### src/rtl/stim_sig_pkg.sv
// Shared types and constants for the stimulus generator / signature checker.
// Also holds the LFSR and MISR step functions.
package stim_sig_pkg;

   localparam int unsigned STIM_W = 8;
   localparam int unsigned SIG_W  = 16;

   typedef enum logic [1:0] {
      IDLE  = 2'd0,
      RUN   = 2'd1,
      FLUSH = 2'd2,
      DONE  = 2'd3
   } state_t;

   localparam logic [STIM_W-1:0] LFSR_TAPS     = 8'hB8;
   localparam logic [SIG_W-1:0]  MISR_POLY     = 16'h1021;
   localparam logic [STIM_W-1:0] ZERO_SEED_SUB = 8'h01;

   // Fibonacci step: feedback is the parity of the tapped bits (7,5,4,3)
   function automatic logic [STIM_W-1:0] lfsr_next(input logic [STIM_W-1:0] q);
      return {q[STIM_W-2:0], ^(q & LFSR_TAPS)};
   endfunction

   function automatic logic [SIG_W-1:0] misr_next(input logic [SIG_W-1:0]  sig,
                                                  input logic [STIM_W-1:0] data);
      logic [SIG_W-1:0] shifted;
      shifted = {sig[SIG_W-2:0], 1'b0};
      if (sig[SIG_W-1]) begin
         shifted = shifted ^ MISR_POLY;
      end
      return shifted ^ {{(SIG_W-STIM_W){1'b0}}, data};
   endfunction

endpackage

### src/rtl/stim_sig_checker_misr16.sv
// 16-bit multiple-input signature register over an 8-bit response.
// init clears the signature and takes priority over en.
module misr16
   import stim_sig_pkg::*;
(
   input  logic              clk,
   input  logic              clear_n,
   input  logic              init,
   input  logic              en,
   input  logic [STIM_W-1:0] data,
   output logic [SIG_W-1:0]  sig
);

   logic [SIG_W-1:0] sig_q;
   logic [SIG_W-1:0] sig_d;

   always_comb begin
      sig_d = sig_q;
      if (init) begin
         sig_d = '0;
      end else if (en) begin
         sig_d = misr_next(sig_q, data);
      end
   end

   always_ff @(posedge clk or negedge clear_n) begin
      if (!clear_n) begin
         sig_q <= '0;
      end else begin
         sig_q <= sig_d;
      end
   end

   assign sig = sig_q;

endmodule

### config.mk
export PLATFORM = sky130hd
export DESIGN_NAME = misr16
export DESIGN_NICKNAME = d
export VERILOG_FILES = /design/src/rtl/stim_sig_pkg.sv /design/src/rtl/stim_sig_checker_misr16.sv
export SDC_FILE = /design/constraint.sdc
export NUM_CORES = 1
export LEC_CHECK = 0
export CORE_MARGIN = 3
export CORE_UTILIZATION = 37
export DETAILED_ROUTE_END_ITERATION = 7
export PLACE_DENSITY_LB_ADDON = 0.3
export SLEW_MARGIN = 20
export SYNTH_ARGS = -nofsm -noshare
export SYNTH_HDL_FRONTEND = slang
export SYNTH_SLANG_ARGS = --single-unit
### constraint.sdc
create_clock -name clk -period 1.1 [get_ports clk]
set_input_delay 0.11 -clock clk [delete_from_list [all_inputs] [get_ports clk]]
set_output_delay 0.11 -clock clk [all_outputs]
set_load 0.005 [all_outputs]
==> results.yml, run 1 <==
route:
  postRouteAntennaNets: 0
  vias: 595
  avgRoutedWirePerCell_um: 13.3
  drcViolationCount: 0
  drtIter0Drc: 5
  first_pass_iters: 3
  viasPerCell: 4.51
  wirelength_um: 1750
synth:
  synthAdderAreaFrac_pct: 0
  syn_nets: 74
  synth_compound_area_share_pct: 8.30
  ys_ff_latch: 16
  synth_top_area_cell: "dfrtp_1"
  ys_seq_area_share_pct: 55.4
  syn_avg_cell_area_um2: 11.7
  yosys-top-cells-area: "dfrtp_1, mux2i_1, xnor2_1"
  synth_area_um2: 723
  ys_warn_count: 0
  netlist.area_leader.share_pct: 55.4
  synth.distinct_cells: 9
  synthSimpleGateAreaFrac_pct: 8.30
  syn_inst: 62
  synth_top_family_by_area: "XOR/XNOR gates"
  synth_mux_area_share_pct: 11.1
  synth-xor-area-share_pct: 13.0
die:
  die-area_mm2: 0.00252
  die_h_um: 50.2
  coreArea_mm2: 0.00178
  initial_core_util_pct: 40.6
  rows: 15
  die_w_um: 50.2
  io_pins: 28
worst_setup_path:
  critical_path.max_stage_delay_ns: 0.40
  startpoint_type: "flop"
  critical_path_peak_fanout: 2
  critPathCaptureType: "flop"
  rr_endpoint: "sig[5]$_DFFE_PN0P_"
  critical_path_class: "reg -> reg"
  required_ns: 1.27
  path_cells: "buf_6 > xor3_1 > mux2i_1 > nor2_1"
  r2r_start: "sig[4]$_DFFE_PN0P_"
  rrSetupSlack_ns: -0.03
  arrival_ns: 1.30
  crit_path_top_delay_cell: "dfrtp_1"
  rr_worst_depth: 4
power_and_ir_drop:
  leakagePower_nw: 0.616
  powerDensity_mw_per_mm2: 1020
  p_seq_share_pct: 52.3
  ir_worst_vdd_mv: 0.515
  p_clk_share_pct: 24.8
  combPwrFrac_pct: 22.9
  p_switching_w: 0.000295
  p_int_w: 0.000915
  swShare_pct: 24.4
final_layout:
  finalNonFillerCells: 132
  num_antenna_cells: 0
  syn_to_final_growth_pct: 63.8
  largest_reg_flops: 16
  fin_nets: 121
  drive_gt1_share_pct: 21.5
  fill_cells: 144
global_routing:
  gr-usage-met2_pct: 23.9
  grt_max_degree: 25
  antenna_found_initial: 0
  grt_util_met3_pct: 2.97
  grt_pass1_wl_um: 2990
  grt_overflow: 0
  grt_pass1_vias: 609
  grt-busiest-layer: "met2"
  track_usage_pct: 15.6
  grt_util_met1_pct: 20.8
sta:
  setup_ws_ns: -0.0312
  timing.fmax_mhz: 884
  drv_slew: 0
  min_period_over_period_pct: 103
  worstMarginPinSlew_ns: 0.213
  finClkSkew_ns: 0.00390
  hold_violations: 0
  rsz0062_at_grt: "yes"
  fin_crit_ns: 1.13
  tns_ns: -0.0312
  setup_violations: 1
  relSlewSlack_pct: 85.7
flow_run:
  cap_violations: 0
clock_network:
  clkLatencyLatePin_ns: 0.28
  cts_sinks: 16
  cts_tree: "built"
  cts.clk_slew.worst_paths_ns: 0.09
  cts_root_buffer: "clkbuf_4"
  cts_buffer_depth: 2
  cts_max_level: 1
  numCtsBuffers: 3
placed_design:
  place_congestion: 0.673
  port_buffers: 27
  place_inst: 113
run_status:
  status: "finished, violations left"
  violations: "negative setup slack"
min_path:
  hold_path_class: "in -> async"
==> layout make-up <==
class / instances / area [um2] / share of cell area (%)
clock buffer: 3 / 22.5 / 1.90
multi-input combinational: 41 / 294 / 24.8
sequential: 16 / 400 / 33.8
tap: 25 / 31.3 / 2.64
timing repair buffer: 47 / 437 / 36.9
==> power groups by stage <==
stage / registers (W) / clock network (W) / logic (W)
floorplan: 0.000657 / 0 / 0.0000994
finish: 0.000633 / 0.000300 / 0.000277
detailed placement: 0.000657 / 0 / 0.000240
CTS: 0.000631 / 0.000304 / 0.000276
global route: 0.000638 / 0.000329 / 0.000299
global placement: 0.000655 / 0 / 0.000236
==> worst max path at each step <==
stage | cells after the start | end | startpoint | slack [ns]
3_5_place_dp | 4 | sig[5]$_DFFE_PN0P_ | data[5] | -0.16
4_1_cts | 4 | sig[5]$_DFFE_PN0P_ | sig[4]$_DFFE_PN0P_ | -0.04
3_3_place_gp | 4 | sig[5]$_DFFE_PN0P_ | data[5] | -0.14
2_1_floorplan | 3 | sig[5]$_DFFE_PN0P_ | sig[4]$_DFFE_PN0P_ | 0.07
6_report | 4 | sig[5]$_DFFE_PN0P_ | sig[4]$_DFFE_PN0P_ | -0.03
5_1_grt | 4 | sig[5]$_DFFE_PN0P_ | sig[4]$_DFFE_PN0P_ | -0.09
==> metrics by stage <==
| step | setup slack (ns) | total power [W] | util [%] | hold slack (ns) | area [um2] |
|---|---|---|---|---|---|
| floorplan | 0.0744 | 0.000756 | - | -0.186 | 723 |
| global placement | -0.145 | 0.000891 | 58.9 | 0.450 | 1050 |
| detailed placement | -0.165 | 0.000896 | 58.9 | 0.447 | 1050 |
| CTS | -0.0380 | 0.00121 | 65.8 | 0.141 | 1170 |
| global route | -0.0858 | 0.00127 | 66.5 | 0.173 | 1180 |
| finish | -0.0312 | 0.00121 | 66.5 | 0.140 | 1180 |
==> per-layer routing <==
metal  part of all wire [%]  vias to the layer above
li1                       -                      296
met1                     44                      276
met2                     48                       19
met3                    5.8                        4
met4                    1.7                        0
met5                      0                        -
==> timing repair <==
| item | 4_1_cts | 5_1_grt |
|---|---|---|
| endpoints found under the setup margin | 16 | 3 |
| setup buffers | 16 | 0 |
| pin swaps | 1 | 1 |
| gates resized for setup | 16 | 3 |
| hold buffers | 0 | 0 |
==> Yosys cell counts <==
master,number
buf_2,2
a211oi_1,8
nor2_1,16
mux2i_1,8
dfrtp_1,16
xnor2_1,8
buf_4,2
xor3_1,1
clkbuf_1,1
==> placed cells by master (no fill, tap or decap) <==
| cell type | instances |
|---|---|
| a211oi_1 | 8 |
| buf_12 | 2 |
| buf_4 | 15 |
| buf_6 | 3 |
| clkbuf_4 | 3 |
| clkdlybuf4s50_1 | 11 |
| dfrtp_1 | 16 |
| dlygate4sd2_1 | 16 |
| mux2i_1 | 8 |
| nor2_1 | 16 |
| xnor2_1 | 8 |
| xor3_1 | 1 |
==> worst max-delay path, delay by kind of cell (launching register included) <==
kind          cells  cell delay [ns]
buf+inv           1             0.12
simple gates      1             0.05
flops             1             0.40
xor+xnor          1             0.33
mux               1             0.13
==> logic make-up (layout without fill, tap and decap cells) <==
group           Yosys count  after routing
flops                    16             16
mux                       8              8
simple gates             16             16
xor+xnor                  9              9
buf+inv                   5             50
compound gates            8              8
Note: power is estimated with default switching activity, not from simulation.
==> run 2, diff against run 1 <==
--- a/config.mk
+++ b/config.mk
@@ -8,6 +8,7 @@
 export CORE_MARGIN = 3
 export CORE_UTILIZATION = 37
 export DETAILED_ROUTE_END_ITERATION = 7
+export MAX_ROUTING_LAYER = met4
 export PLACE_DENSITY_LB_ADDON = 0.3
 export SLEW_MARGIN = 20
 export SYNTH_ARGS = -nofsm -noshare
==> results.yml, run 2 (synthesis gave the netlist of run 1 again) <==
worst_setup_path:
  rr_worst_depth: 4
  rrSetupSlack_ns: -0.03
  critPathCaptureType: "flop"
  arrival_ns: 1.30
  required_ns: 1.27
  startpoint_type: "flop"
  critical_path_peak_fanout: 2
  r2r_start: "sig[4]$_DFFE_PN0P_"
  rr_endpoint: "sig[5]$_DFFE_PN0P_"
  critical_path_class: "reg -> reg"
run_status:
  status: "finished, violations left"
  violations: "negative setup slack"
sta:
  setup_ws_ns: -0.0312
  relSlewSlack_pct: 85.7
  setup_violations: 1
  rsz0062_at_grt: "yes"
  tns_ns: -0.0312
  drv_slew: 0
  worstMarginPinSlew_ns: 0.213
  finClkSkew_ns: 0.00393
  fin_crit_ns: 1.13
  min_period_over_period_pct: 103
  timing.fmax_mhz: 884
  hold_violations: 0
clock_network:
  cts_sinks: 16
  cts_tree: "built"
  clkLatencyLatePin_ns: 0.28
  cts_buffer_depth: 2
  cts_root_buffer: "clkbuf_4"
  cts.clk_slew.worst_paths_ns: 0.09
  cts_max_level: 1
  numCtsBuffers: 3
  cts_hold_buf: 0
global_routing:
  grt_pass1_vias: 609
  grt_max_degree: 25
  track_usage_pct: 16.1
  antenna_found_initial: 0
  grt_overflow: 0
  grt_pass1_wl_um: 3000
flow_run:
  cap_violations: 0
route:
  postRouteAntennaNets: 0
  wirelength_um: 1750
  drtIter0Drc: 5
  drcViolationCount: 0
  viasPerCell: 4.51
  first_pass_iters: 3
  vias: 595
  avgRoutedWirePerCell_um: 13.3
final_layout:
  multiInputGateArea_um2: 294
  syn_to_final_growth_pct: 63.8
  num_antenna_cells: 0
  fin_nets: 121
  seq_area_um2: 400
  largest_reg_flops: 16
  design_area_mm2: 0.00118
  final_cell_mix: "nor2_1, dlygate4sd2_1, dfrtp_1"
  fill_cells: 144
  drive_gt1_share_pct: 21.5
die:
  rows: 15
  die_w_um: 50.2
  die-area_mm2: 0.00252
  io_pins: 28
  die_h_um: 50.2
  coreArea_mm2: 0.00178
  initial_core_util_pct: 40.6
placed_design:
  pre_cts_slack_ns: -0.165
  port_buffers: 27
  placed_area_mm2: 0.00105
  place_congestion: 0.680
power_and_ir_drop:
  ir_worst_vdd_mv: 0.515
  powerDensity_mw_per_mm2: 1020
  finalPower_w: 0.00121
  leakagePower_nw: 0.616
min_path:
  hold_path_class: "in -> async"
==> run 2: worst max path at each step <==
stage / from / endpoint / slack, ns / cells past startpoint
global route: sig[4]$_DFFE_PN0P_ / sig[5]$_DFFE_PN0P_ / -0.09 / 4
detailed placement: data[5] / sig[5]$_DFFE_PN0P_ / -0.16 / 4
global placement: data[5] / sig[5]$_DFFE_PN0P_ / -0.14 / 4
CTS: sig[4]$_DFFE_PN0P_ / sig[5]$_DFFE_PN0P_ / -0.04 / 4
finish: sig[4]$_DFFE_PN0P_ / sig[5]$_DFFE_PN0P_ / -0.03 / 4
floorplan: sig[4]$_DFFE_PN0P_ / sig[5]$_DFFE_PN0P_ / 0.07 / 3
==> run 2: report_power, final <==
part / leakage, nW / switching (W) / internal [W]
Combinational: 0.387 / 0.000106 / 0.000171
Clock: 0.0138 / 0.000173 / 0.000127
Sequential: 0.215 / 0.0000154 / 0.000617
Total: 0.616 / 0.000295 / 0.000915
==> run 2: repair_timing <==
action | in CTS | in global routing
gates resized for setup | 16 | 3
pin swaps | 1 | 1
buffers inserted | 16 | 0
setup endpoints to repair | 16 | 3
==> run 2: metal layers <==
metal | track usage [%] | routed length (um) | vias to the layer above
li1 | - | - | 296
met5 | - | 0 | -
met1 | 20.8 | 775 | 276
met2 | 23.9 | 840 | 19
met4 | 8.29 | 31 | 0
met3 | 2.97 | 102 | 4
==> run 2: final cells by class <==
class	instances	area share (%)
clock buffer	3	1.90
multi-input combinational	41	24.8
sequential	16	33.8
tap	25	2.64
timing repair buffer	47	36.9
==> run 2: stage by stage <==
step / cells / hold WS (ns) / util, %
3_3_place_gp: 113 / 0.450 / 58.9
3_5_place_dp: 113 / 0.447 / 58.9
5_1_grt: 132 / 0.173 / 66.5
4_1_cts: 132 / 0.141 / 65.8
6_report: 132 / 0.140 / 66.5
2_1_floorplan: 62 / -0.186 / -
==> run 2: worst max-delay path, stage by stage (launching register included) <==
cell	delay [ns]
dfrtp_1	0.40
buf_6	0.12
xor3_1	0.33
mux2i_1	0.13
nor2_1	0.05
==> run 3, diff against run 2 <==
--- a/config.mk
+++ b/config.mk
@@ -6,11 +6,11 @@
 export NUM_CORES = 1
 export LEC_CHECK = 0
 export CORE_MARGIN = 3
-export CORE_UTILIZATION = 37
+export CORE_UTILIZATION = 35
 export DETAILED_ROUTE_END_ITERATION = 7
+export DONT_BUFFER_PORTS = 1
 export MAX_ROUTING_LAYER = met4
 export PLACE_DENSITY_LB_ADDON = 0.3
-export SLEW_MARGIN = 20
 export SYNTH_ARGS = -nofsm -noshare
 export SYNTH_HDL_FRONTEND = slang
 export SYNTH_SLANG_ARGS = --single-unit
==> results.yml, run 3 (synthesis gave the netlist of run 1 again) <==
final_layout:
  largest_reg_flops: 16
  fill_cells: 196
  fin_nets: 78
  syn_to_final_growth_pct: 10.2
  num_antenna_cells: 0
  final_cell_mix: "nor2_1, dfrtp_1, xnor2_1, a211oi_1, mux2i_1"
  drive_gt1_share_pct: 9.23
worst_setup_path:
  critical_path_class: "reg -> reg"
  startpoint_type: "flop"
  r2r_start: "sig[4]$_DFFE_PN0P_"
  arrival_ns: 1.22
  cp-startpoint: "sig[4]$_DFFE_PN0P_"
  required_ns: 1.26
  critPathCaptureType: "flop"
  critical_path_peak_fanout: 2
  rr_worst_depth: 3
clock_network:
  cts_buffer_depth: 2
  cts_max_level: 1
  cts_sinks: 16
  clkLatencyLatePin_ns: 0.28
  numCtsBuffers: 3
  cts.repair.resized: 0
  cts_tree: "built"
  cts.clk_slew.worst_paths_ns: 0.10
  cts_root_buffer: "clkbuf_4"
  cts_hold_buf: 2
route:
  viasPerCell: 5.16
  vias: 464
  avgRoutedWirePerCell_um: 15.5
  first_pass_iters: 2
  drcViolationCount: 0
  postRouteAntennaNets: 0
  drtIter0Drc: 3
  wirelength_um: 1400
sta:
  tns_ns: 0
  setup_violations: 0
  relSlewSlack_pct: 52.0
  timing.fmax_mhz: 939
  min_period_over_period_pct: 96.8
  worstMarginPinSlew_ns: 0.717
  hold_violations: 14
  drv_slew: 0
  rsz0062_at_grt: "yes"
  finClkSkew_ns: 0.00299
  hold_slack_ns: -0.0948
  fin_crit_ns: 1.06
min_path:
  hp-start: "en"
  hold_path_class: "in -> reg"
  whs_path_depth: 1
global_routing:
  track_usage_pct: 11.7
  grt_pass1_wl_um: 2190
  grt_overflow: 0
  grt_pass1_vias: 456
  antenna_found_initial: 0
  grt_max_degree: 25
placed_design:
  dpl.hpwl_um: 944
  place_congestion: 0.644
  port_buffers: 0
die:
  rows: 15
  io_pins: 28
  die_w_um: 51.5
  die_h_um: 51.5
  initial_core_util_pct: 39.3
  coreArea_mm2: 0.00184
  die-area_mm2: 0.00265
power_and_ir_drop:
  swShare_pct: 23.2
  p_switching_w: 0.000267
  combPwrFrac_pct: 9.7
  leakagePower_nw: 0.363
  p_seq_share_pct: 56.7
  p_int_w: 0.000883
  ir_worst_vdd_mv: 1.05
  p_clk_share_pct: 33.7
  powerDensity_mw_per_mm2: 1440
run_status:
  violations: "negative hold slack"
  status: "finished, violations left"
flow_run:
  cap_violations: 0
-- run 3: cell count changes in the layout (fill, tap and decap cells not counted), sizes merged --
| cell | before | now |
|---|---|---|
| buf | 20 | 2 |
| dlygate4sd2 | 16 | 0 |
| clkdlybuf4s50 | 11 | 0 |
| dlygate4sd3 | 0 | 2 |
| clkbuf | 3 | 4 |
-- run 3: worst max-delay path, stage by stage (launching register included) --
cell,delay [ns]
dfrtp_1,0.40
xor3_1,0.34
mux2i_1,0.14
nor2_1,0.05
-- run 3: layer usage --
metal	vias up	routed length, um	GRT usage (%)
met5	-	0	-
met2	22	580	15.5
met4	0	6	2.62
met3	2	170	7.29
li1	217	-	-
met1	223	638	14.9
-- run 3: through the flow --
stage               instance area (um2)  cells  power [W]  utilization, %  worst slack [ns]
global route                        797     90    0.00121            43.3           -0.0418
CTS                                 797     90    0.00117            43.3            0.0250
floorplan                           723     62   0.000756               -            0.0744
detailed placement                  741     84   0.000751            40.3            0.0646
finish                              797     90    0.00115            43.3            0.0354
global placement                    741     84   0.000747            40.3            0.0993
-- run 3: area by class of cell --
| class | count | area [um2] | share of cell area (%) |
|---|---|---|---|
| repair buffers | 4 | 35.0 | 4.40 |
| flip-flops and latches | 16 | 400 | 50.2 |
| clock buffers | 4 | 36.3 | 4.55 |
| well taps | 25 | 31.3 | 3.92 |
| multi-input cells | 41 | 294 | 36.9 |
-- run 3: final timing paths --
| kind | end | slack, ns |
|---|---|---|
| hold reg to reg | sig[10]$_DFFE_PN0P_ | 0.59 |
| setup / recovery | sig[5]$_DFFE_PN0P_ | 0.04 |
| max in group asynchronous | sig[14]$_DFFE_PN0P_ | 0.34 |
| hold / removal | sig[6]$_DFFE_PN0P_ | -0.09 |
| min in group asynchronous | sig[2]$_DFFE_PN0P_ | 0.31 |
| setup reg to reg | sig[5]$_DFFE_PN0P_ | 0.04 |
-- run 3: timing repair --
item                                    in CTS  in global routing
setup buffers                                0                  0
hold endpoints to repair                    32                 11
endpoints found under the setup margin       0                  1
-- run 3: power groups by stage --
stage,combinational (W),clock (W),sequential (W)
6_report,0.000111,0.000387,0.000651
5_1_grt,0.000126,0.000424,0.000656
4_1_cts,0.000113,0.000405,0.000652
3_5_place_dp,0.0000869,0,0.000664
3_3_place_gp,0.0000843,0,0.000663
2_1_floorplan,0.0000994,0,0.000657
